===== src/rtl/song_pkg.sv =====
// Shared types and constants for the song sequencer: FSM encoding and the
// duration value that marks the end of a song in ROM.
package song_pkg;

    typedef enum logic [2:0] {
        S_IDLE,
        S_FETCH,
        S_WAIT,
        S_PRESENT,
        S_PLAYING,
        S_DONE
    } state_t;

    localparam int unsigned END_MARKER = 0;

    function automatic logic state_busy(input state_t s);
        return !((s == S_IDLE) || (s == S_DONE));
    endfunction

endpackage


===== src/rtl/song_sequencer_counter_n.sv =====
// Generic modulo-N counter; tc is high in the cycle the count reaches N-1
// while enabled, so an enabled span of N cycles ends with one tc.
module counter_n #(
    parameter int unsigned N = 1
) (
    input  logic clk,
    input  logic reset,
    input  logic clear,
    input  logic en,
    output logic tc
);

    localparam int unsigned CW = (N > 1) ? $clog2(N) : 1;

    logic [CW-1:0] count;

    assign tc = en && (count == CW'(N - 1));

    always_ff @(posedge clk) begin
        if (reset || clear) begin
            count <= '0;
        end else if (en) begin
            count <= tc ? '0 : count + 1'b1;
        end
    end

endmodule


===== src/rtl/song_sequencer.sv =====
// Song sequencer: walks an external note ROM for the selected song, presents
// each note with a pulse and advances on note_done until the end marker.
module song_sequencer
    import song_pkg::*;
#(
    parameter int unsigned SONG_BITS = 2,
    parameter int unsigned ADDR_BITS = 5,
    parameter int unsigned NOTE_W    = 6,
    parameter int unsigned DUR_W     = 6,
    parameter int unsigned ROM_LAT   = 1
) (
    input  logic                           clk,
    input  logic                           reset,
    input  logic                           play,
    input  logic                           loop,
    input  logic [SONG_BITS-1:0]           song,
    input  logic                           note_done,
    output logic [SONG_BITS+ADDR_BITS-1:0] rom_addr,
    input  logic [NOTE_W+DUR_W-1:0]        rom_data,
    output logic [NOTE_W-1:0]              note,
    output logic [DUR_W-1:0]               duration,
    output logic                           new_note,
    output logic                           song_done,
    output logic                           busy
);

    state_t                 state, state_n;
    logic [ADDR_BITS-1:0]   idx, idx_n;
    logic [SONG_BITS-1:0]   song_q, song_q_n;
    logic [NOTE_W-1:0]      note_n;
    logic [DUR_W-1:0]       dur_n;
    logic                   new_note_n, song_done_n;
    logic                   take_end;
    logic                   wait_en, wait_clr, lat_done;

    logic [NOTE_W-1:0]      rom_note;
    logic [DUR_W-1:0]       rom_dur;

    assign rom_note = rom_data[NOTE_W+DUR_W-1:DUR_W];
    assign rom_dur  = rom_data[DUR_W-1:0];

    assign wait_en  = (state == S_WAIT);
    assign wait_clr = (state != S_WAIT);

    counter_n #(.N(ROM_LAT)) u_lat (
        .clk   (clk),
        .reset (reset),
        .clear (wait_clr),
        .en    (wait_en),
        .tc    (lat_done)
    );

    assign busy = state_busy(state);

    always_comb begin
        state_n     = state;
        idx_n       = idx;
        song_q_n    = song_q;
        note_n      = note;
        dur_n       = duration;
        new_note_n  = 1'b0;
        song_done_n = 1'b0;
        take_end    = 1'b0;

        unique case (state)
            S_IDLE: begin
                if (play) begin
                    song_q_n = song;
                    idx_n    = '0;
                    state_n  = S_FETCH;
                end
            end
            S_FETCH: state_n = S_WAIT;
            S_WAIT: begin
                if (lat_done) state_n = S_PRESENT;
            end
            S_PRESENT: begin
                if (rom_dur == DUR_W'(END_MARKER)) begin
                    take_end = 1'b1;
                end else begin
                    note_n     = rom_note;
                    dur_n      = rom_dur;
                    new_note_n = 1'b1;
                    state_n    = S_PLAYING;
                end
            end
            S_PLAYING: begin
                if (note_done) begin
                    if (idx == '1) begin
                        take_end = 1'b1;
                    end else begin
                        idx_n   = idx + 1'b1;
                        state_n = S_FETCH;
                    end
                end
            end
            S_DONE: state_n = S_DONE;
            default: state_n = S_IDLE;
        endcase

        // Both end conditions (marker in PRESENT, last index in PLAYING) share one exit.
        if (take_end) begin
            song_done_n = 1'b1;
            if (loop) begin
                idx_n   = '0;
                state_n = S_FETCH;
            end else begin
                state_n = S_DONE;
            end
        end

        if ((state != S_IDLE) && !play) begin
            state_n     = S_IDLE;
            idx_n       = '0;
            note_n      = '0;
            dur_n       = '0;
            new_note_n  = 1'b0;
            song_done_n = 1'b0;
        end
    end

    // rom_addr tracks {song_q, idx} one cycle ahead so it is valid in FETCH.
    always_ff @(posedge clk) begin
        if (reset) begin
            state     <= S_IDLE;
            idx       <= '0;
            song_q    <= '0;
            rom_addr  <= '0;
            note      <= '0;
            duration  <= '0;
            new_note  <= 1'b0;
            song_done <= 1'b0;
        end else begin
            state     <= state_n;
            idx       <= idx_n;
            song_q    <= song_q_n;
            rom_addr  <= {song_q_n, idx_n};
            note      <= note_n;
            duration  <= dur_n;
            new_note  <= new_note_n;
            song_done <= song_done_n;
        end
    end

endmodule


===== config.mk =====
export PLATFORM = sky130hd
export DESIGN_NAME = song_sequencer
export DESIGN_NICKNAME = d
export VERILOG_FILES = /design/src/rtl/song_pkg.sv /design/src/rtl/song_sequencer_counter_n.sv /design/src/rtl/song_sequencer.sv
export SDC_FILE = /design/constraint.sdc
export NUM_CORES = 1
export LEC_CHECK = 0
export ABC_CLOCK_PERIOD_IN_PS = 1690
export CELL_PAD_IN_SITES_DETAIL_PLACEMENT = 1
export CELL_PAD_IN_SITES_GLOBAL_PLACEMENT = 2
export CORE_MARGIN = 2
export CORE_UTILIZATION = 26
export CTS_CLUSTER_SIZE = 12
export DETAILED_ROUTE_END_ITERATION = 7
export PLACE_DENSITY_LB_ADDON = 0.1
export SLEW_MARGIN = 20
export SYNTH_ARGS = -nofsm -noshare
export SYNTH_HDL_FRONTEND = slang
export SYNTH_SLANG_ARGS = --single-unit

===== constraint.sdc =====
create_clock -name clk -period 1.69 [get_ports clk]
set_clock_uncertainty 0.15 [all_clocks]
set_input_delay 0.338 -clock clk [delete_from_list [all_inputs] [get_ports clk]]
set_output_delay 0.338 -clock clk [all_outputs]
set_load 0.01 [all_outputs]

Word-level counts from Yosys, hierarchy flattened --
Index checks and enable logic that the tools add are counted.
Cells by class: $add $sub $neg 2, equality and inequality tests 12, mux-type cells 24, bitwise gates (word level) 3, reduce and logical (&&, ||, !) cells 13
Operators by type and width (count):
- $mux 5 | 6
- $mux 3 | 7
- $pmux 3 s6 | 1
- $ne 3x3->1 const B | 5
- $pmux 5 s2 | 1
- $eq 3x2->1 const B | 2
- $eq 3x3->1 const B | 2
- $logic_not 6->1 | 1
- $mux 1 | 6
- $add 5x1->5 const B | 1
- $eq 5x5->1 const B | 1
- $reduce_and 5->1 | 1
- $mux 2 | 2
- $eq 3x1->1 const B | 1
- $logic_not 3->1 | 1
- $ne 3x2->1 const B | 1
- $not 1->1 | 3
- $reduce_bool 3->1 | 1
- $reduce_or 3->1 | 1
- $logic_and 1x1->1 | 2
- $logic_not 1->1 | 2
- $logic_or 1x1->1 | 2
- $pmux 1 s2 | 1
- $reduce_and 2->1 | 1
- 2 further kinds | 2
Word-level totals: register bits 32, output and inout bits 22, word-level logic and storage cells 63

Depth between registers and ports, before layout --
word-level depth 7, depth in mapped cells 5, gate-level depth less buffers 5

Hierarchy --
From an unflattened synthesis, not the netlist that was laid out.
Unflattened totals: cells, all modules 121, area total of the unflattened synthesis 1118.6 µm²
By module, submodules not included:
- song_sequencer | times used 1, cells an instance 118, area each 1077.3 µm²
- counter_n | times used 1, cells an instance 3, area each 41.3 µm²

Worst setup path after synthesis --
No wires, ideal clock.
kind register -> register, start point register, netlist name rom_addr[0], end point register rom_addr[3], arrival time 1.316 ns, slack 0.103 ns, cell stages (with the launch flop) 6, path buffers 0, cells stage by stage dfxtp_1 ha_1 nand4_1 nor4_4 a211o_4 nor2_1
RTL lines:
- end signal, assigned | RTL line song_sequencer.sv:137 | rom_addr <= {song_q_n, idx_n};
- end, declared | RTL line song_sequencer.sv:18 | output logic [SONG_BITS+ADDR_BITS-1:0] rom_addr,

Worst setup path after layout --
start point register duration[1], end point output duration[1]
RTL lines:
- start, declared | RTL line song_sequencer.sv:21 | output logic [DUR_W-1:0] duration,
- start signal, assigned | RTL line song_sequencer.sv:139 | duration <= dur_n;
No word-level cell between the ends.

==> flow_summary.yaml <==
synthesis:
  synth_cell_type_count: 38
  synthDominantAreaCellType: "dfxtp_1"
  synthTopCellsByArea: "dfxtp_1 (44%), mux2i_1 (10%), nor2_1 (5.6%), nor4_4 (3.7%), nand2_1 (3.3%)"
  ys.flop_type: "dfxtp_1"
  synth_xor_area_share_pct: 2.29
  yosysMostFrequentCell: "dfxtp_1"
  synth_top_family_by_area: "simple AND/OR/NAND/NOR gates"
  ys_ff_latch: 25
  synth_top_cell_area_share_pct: 43.6
  synth_common_cells: "dfxtp_1 (25), nor2_1 (17), mux2i_1 (12), nand2_1 (10), a21oi_1 (5)"
  synth_compound_area_share_pct: 13.2
  ys_seq_area_share_pct: 43.6
  synth_nets: 137
  synth_edf_count: 0
  synth_fa_ha_area_share_pct: 1.09
  synthArstFlopShare_pct: 0
  synth_cells: 117
  ys_warn_count: 0
  syn_avg_cell_area_um2: 9.81
  netlist_area_um2: 1150
  yosys.area_share.simple_pct: 24.6
  synth.area.mux_share_pct: 11.5
route:
  ant_nets: 0
  vias: 1036
  via_per_inst: 4.58
  finalWirelength_um: 3170
  drt-wirelength-per-cell_um: 14.0
  drtIter0Drc: 20
  dr.pass1.iters: 3
  drc: 0
global_route:
  grt.total_usage_pct: 13.3
  grt_antenna_before_repair: 0
  grt_max_degree: 17
  grt_overflow: 0
  grt_pass1_vias: 1135
  grt_pass1_wl_um: 5380
sta:
  finalSetupViolations: 0
  hold_viol_final: 0
  final.period_utilization_pct: 96.5
  rsz0062_at_grt: "no"
  drv_slew: 0
  fmax_mhz: 613
  timing.final.ws_setup_ns: 0.0593
  min_period_ns: 1.63
  totalNegativeSetupSlack_ns: 0
final_layout:
  synthToLayoutAreaGrowth_pct: 55.3
  insertedDiodeCount: 0
  final_layout_size_suffix_gt1_share_pct: 21.8
  stdcell_count: 226
  finalNetCount: 195
setup_path:
  critPathCaptureType: "primary output"
  reg2regPathDepth: 6
  crit_slowest_cell: "clkdlybuf4s50_1"
  required_ns: 1.20
  critPathLaunchType: "flop"
  crit_arrival_ns: 1.14
  max_stage_delay_ns: 0.54
  crit_fanout: 2
  rrSetupSlack_ns: 0.14
  r2r_start: "rom_addr[0]"
  crit_type: "flop to primary output"
  crit_buf_inv: 1
  cp-endpoint: "duration[1]"
  rr_endpoint: "rom_addr[2]"
  crit_family: "buffers and inverters"
  cp-startpoint: "duration[1]"
  cp_cell_sequence: "clkdlybuf4s50_1"
  crit_cells: 1
power_and_ir_drop:
  netSwitchingPower_mw: 0.324
  p_comb_share_pct: 21.8
  pwr-share-clk_pct: 28.3
  power_frac_seq_pct: 49.9
  power_density_nw_per_um2: 696
  switching_share_pct: 26.1
  peakVddDrop_mv: 0.281
  p_leak_nw: 0.745
  internal_power_mw: 0.917
clock_tree:
  clk_path_buf_depth: 2
  cts_tree: "built"
  cts_buffers: 3
  path_clk_slew_ns: 0.09
  cts_num_sinks: 25
  cts-root-buf: "clkbuf_8"
  clk_latency_ns: 0.26
  h-tree-depth: 1
status:
  status: "completed"
floorplanning:
  die-area_um2: 4960
  die_w_um: 70.4
  die_h_um: 70.4
  io_pins: 41
  core_area_um2: 4290
  initial_utilization_pct: 26.7
  rows: 24
worst_hold_path:
  hp-class: "flop to flop"
place:
  place.gp.congestion: 0.758
  dpl_worst_slack_ns: -0.331
  portBuffers: 40
  post-dp-hpwl_um: 2410
  place_inst: 219
job:
  drv_cap: 0
==> worst min-delay path by stage <==
stage	start	end	slack [ns]	cells after the start
floorplan	reset	rom_addr[5]	0.26	1
global placement	rom_addr[5]	rom_addr[5]	0.30	2
detailed placement	rom_addr[5]	rom_addr[5]	0.31	2
CTS	rom_addr[5]	rom_addr[5]	0.32	2
global route	rom_addr[5]	rom_addr[5]	0.36	2
finish	rom_addr[5]	rom_addr[5]	0.32	2
==> sequential cells by signal (all words and copies together), names as in the netlist <==
register and count:
new_note 1, song_done 1, rom_addr 7, duration 6, state 3, note 6
u_lat.count 1
==> power by group through the flow <==
stage	registers [mW]	logic [mW]	clock network, mW
finish	0.619	0.271	0.351
CTS	0.619	0.267	0.371
detailed placement	0.632	0.272	0
global placement	0.632	0.267	0
global route	0.621	0.301	0.399
floorplan	0.636	0.134	0
==> metrics by stage <==
step           total power, mW  hold slack, ns  instance area (um2)  util, %
4_1_cts                   1.26           0.322                 1740     40.4
6_report                  1.24           0.316                 1780     41.5
5_1_grt                   1.32           0.364                 1780     41.5
3_3_place_gp             0.898           0.296                 1690     39.4
3_5_place_dp             0.904           0.310                 1690     39.4
2_1_floorplan            0.770           0.257                 1150        -
==> cell families after synthesis <==
logic type / after synthesis
other cells: 1
buf+inv: 6
simple gates: 49
xor+xnor: 3
compound gates: 19
flops: 25
mux: 13
fa+ha+maj: 1
==> repair_timing <==
item,in CTS,in global routing
resized for setup,13,6
pin swaps,3,1
endpoints found under the setup margin,22,18
setup buffers,1,2
gates cloned,0,0
hold buffers,0,0
==> layout by cell type, fill, tap and decap left out, types with 2 or more instances in the layout <==
cell type | synthesis | layout
mux2i_1 | 12 | 12
nand2_1 | 10 | 10
nor2b_1 | 2 | 2
a31oi_1 | 2 | 2
nand3_1 | 2 | 2
a21oi_2 | 2 | 2
a21oi_1 | 5 | 5
nor4_4 | 2 | 2
nand4_1 | 3 | 3
clkdlybuf4s50_1 | 0 | 27
dlymetal6s2s_1 | 0 | 4
xnor2_1 | 2 | 2
nand2b_1 | 3 | 3
dlygate4sd2_1 | 0 | 9
clkbuf_8 | 0 | 3
o21ai_0 | 2 | 2
dfxtp_1 | 25 | 21
nor2_1 | 17 | 16
buf_4 | 1 | 17
and2_1 | 2 | 2
a22oi_1 | 3 | 2
nor3_1 | 2 | 2
dfxtp_2 | 0 | 4
==> worst reg2reg max path, cell delays in order, from the launching register on <==
cell and delay (ns):
dfxtp_1 0.35, ha_1 0.18, nand4_1 0.15, nor4_4 0.29
buf_4 0.18, a21oi_1 0.05, a21oi_2 0.13
==> metal layers <==
metal | vias to the layer above | share of wire (%) | GRT usage (%)
met3 | 2 | 5.1 | 2.60
met4 | 0 | 0.76 | 3.21
met1 | 487 | 44 | 16.8
met5 | - | 0 | 0
li1 | 522 | - | -
met2 | 25 | 51 | 23.3
==> layout make-up <==
type / instances / area [um2]
repair buffers: 58 / 547
well taps: 52 / 65.1
fillers: 494 / 2510
multi-input cells: 86 / 616
inverters: 1 / 3.75
flip-flops and latches: 25 / 505
clock buffers: 4 / 45.0
(Power assumes the default switching activity.)
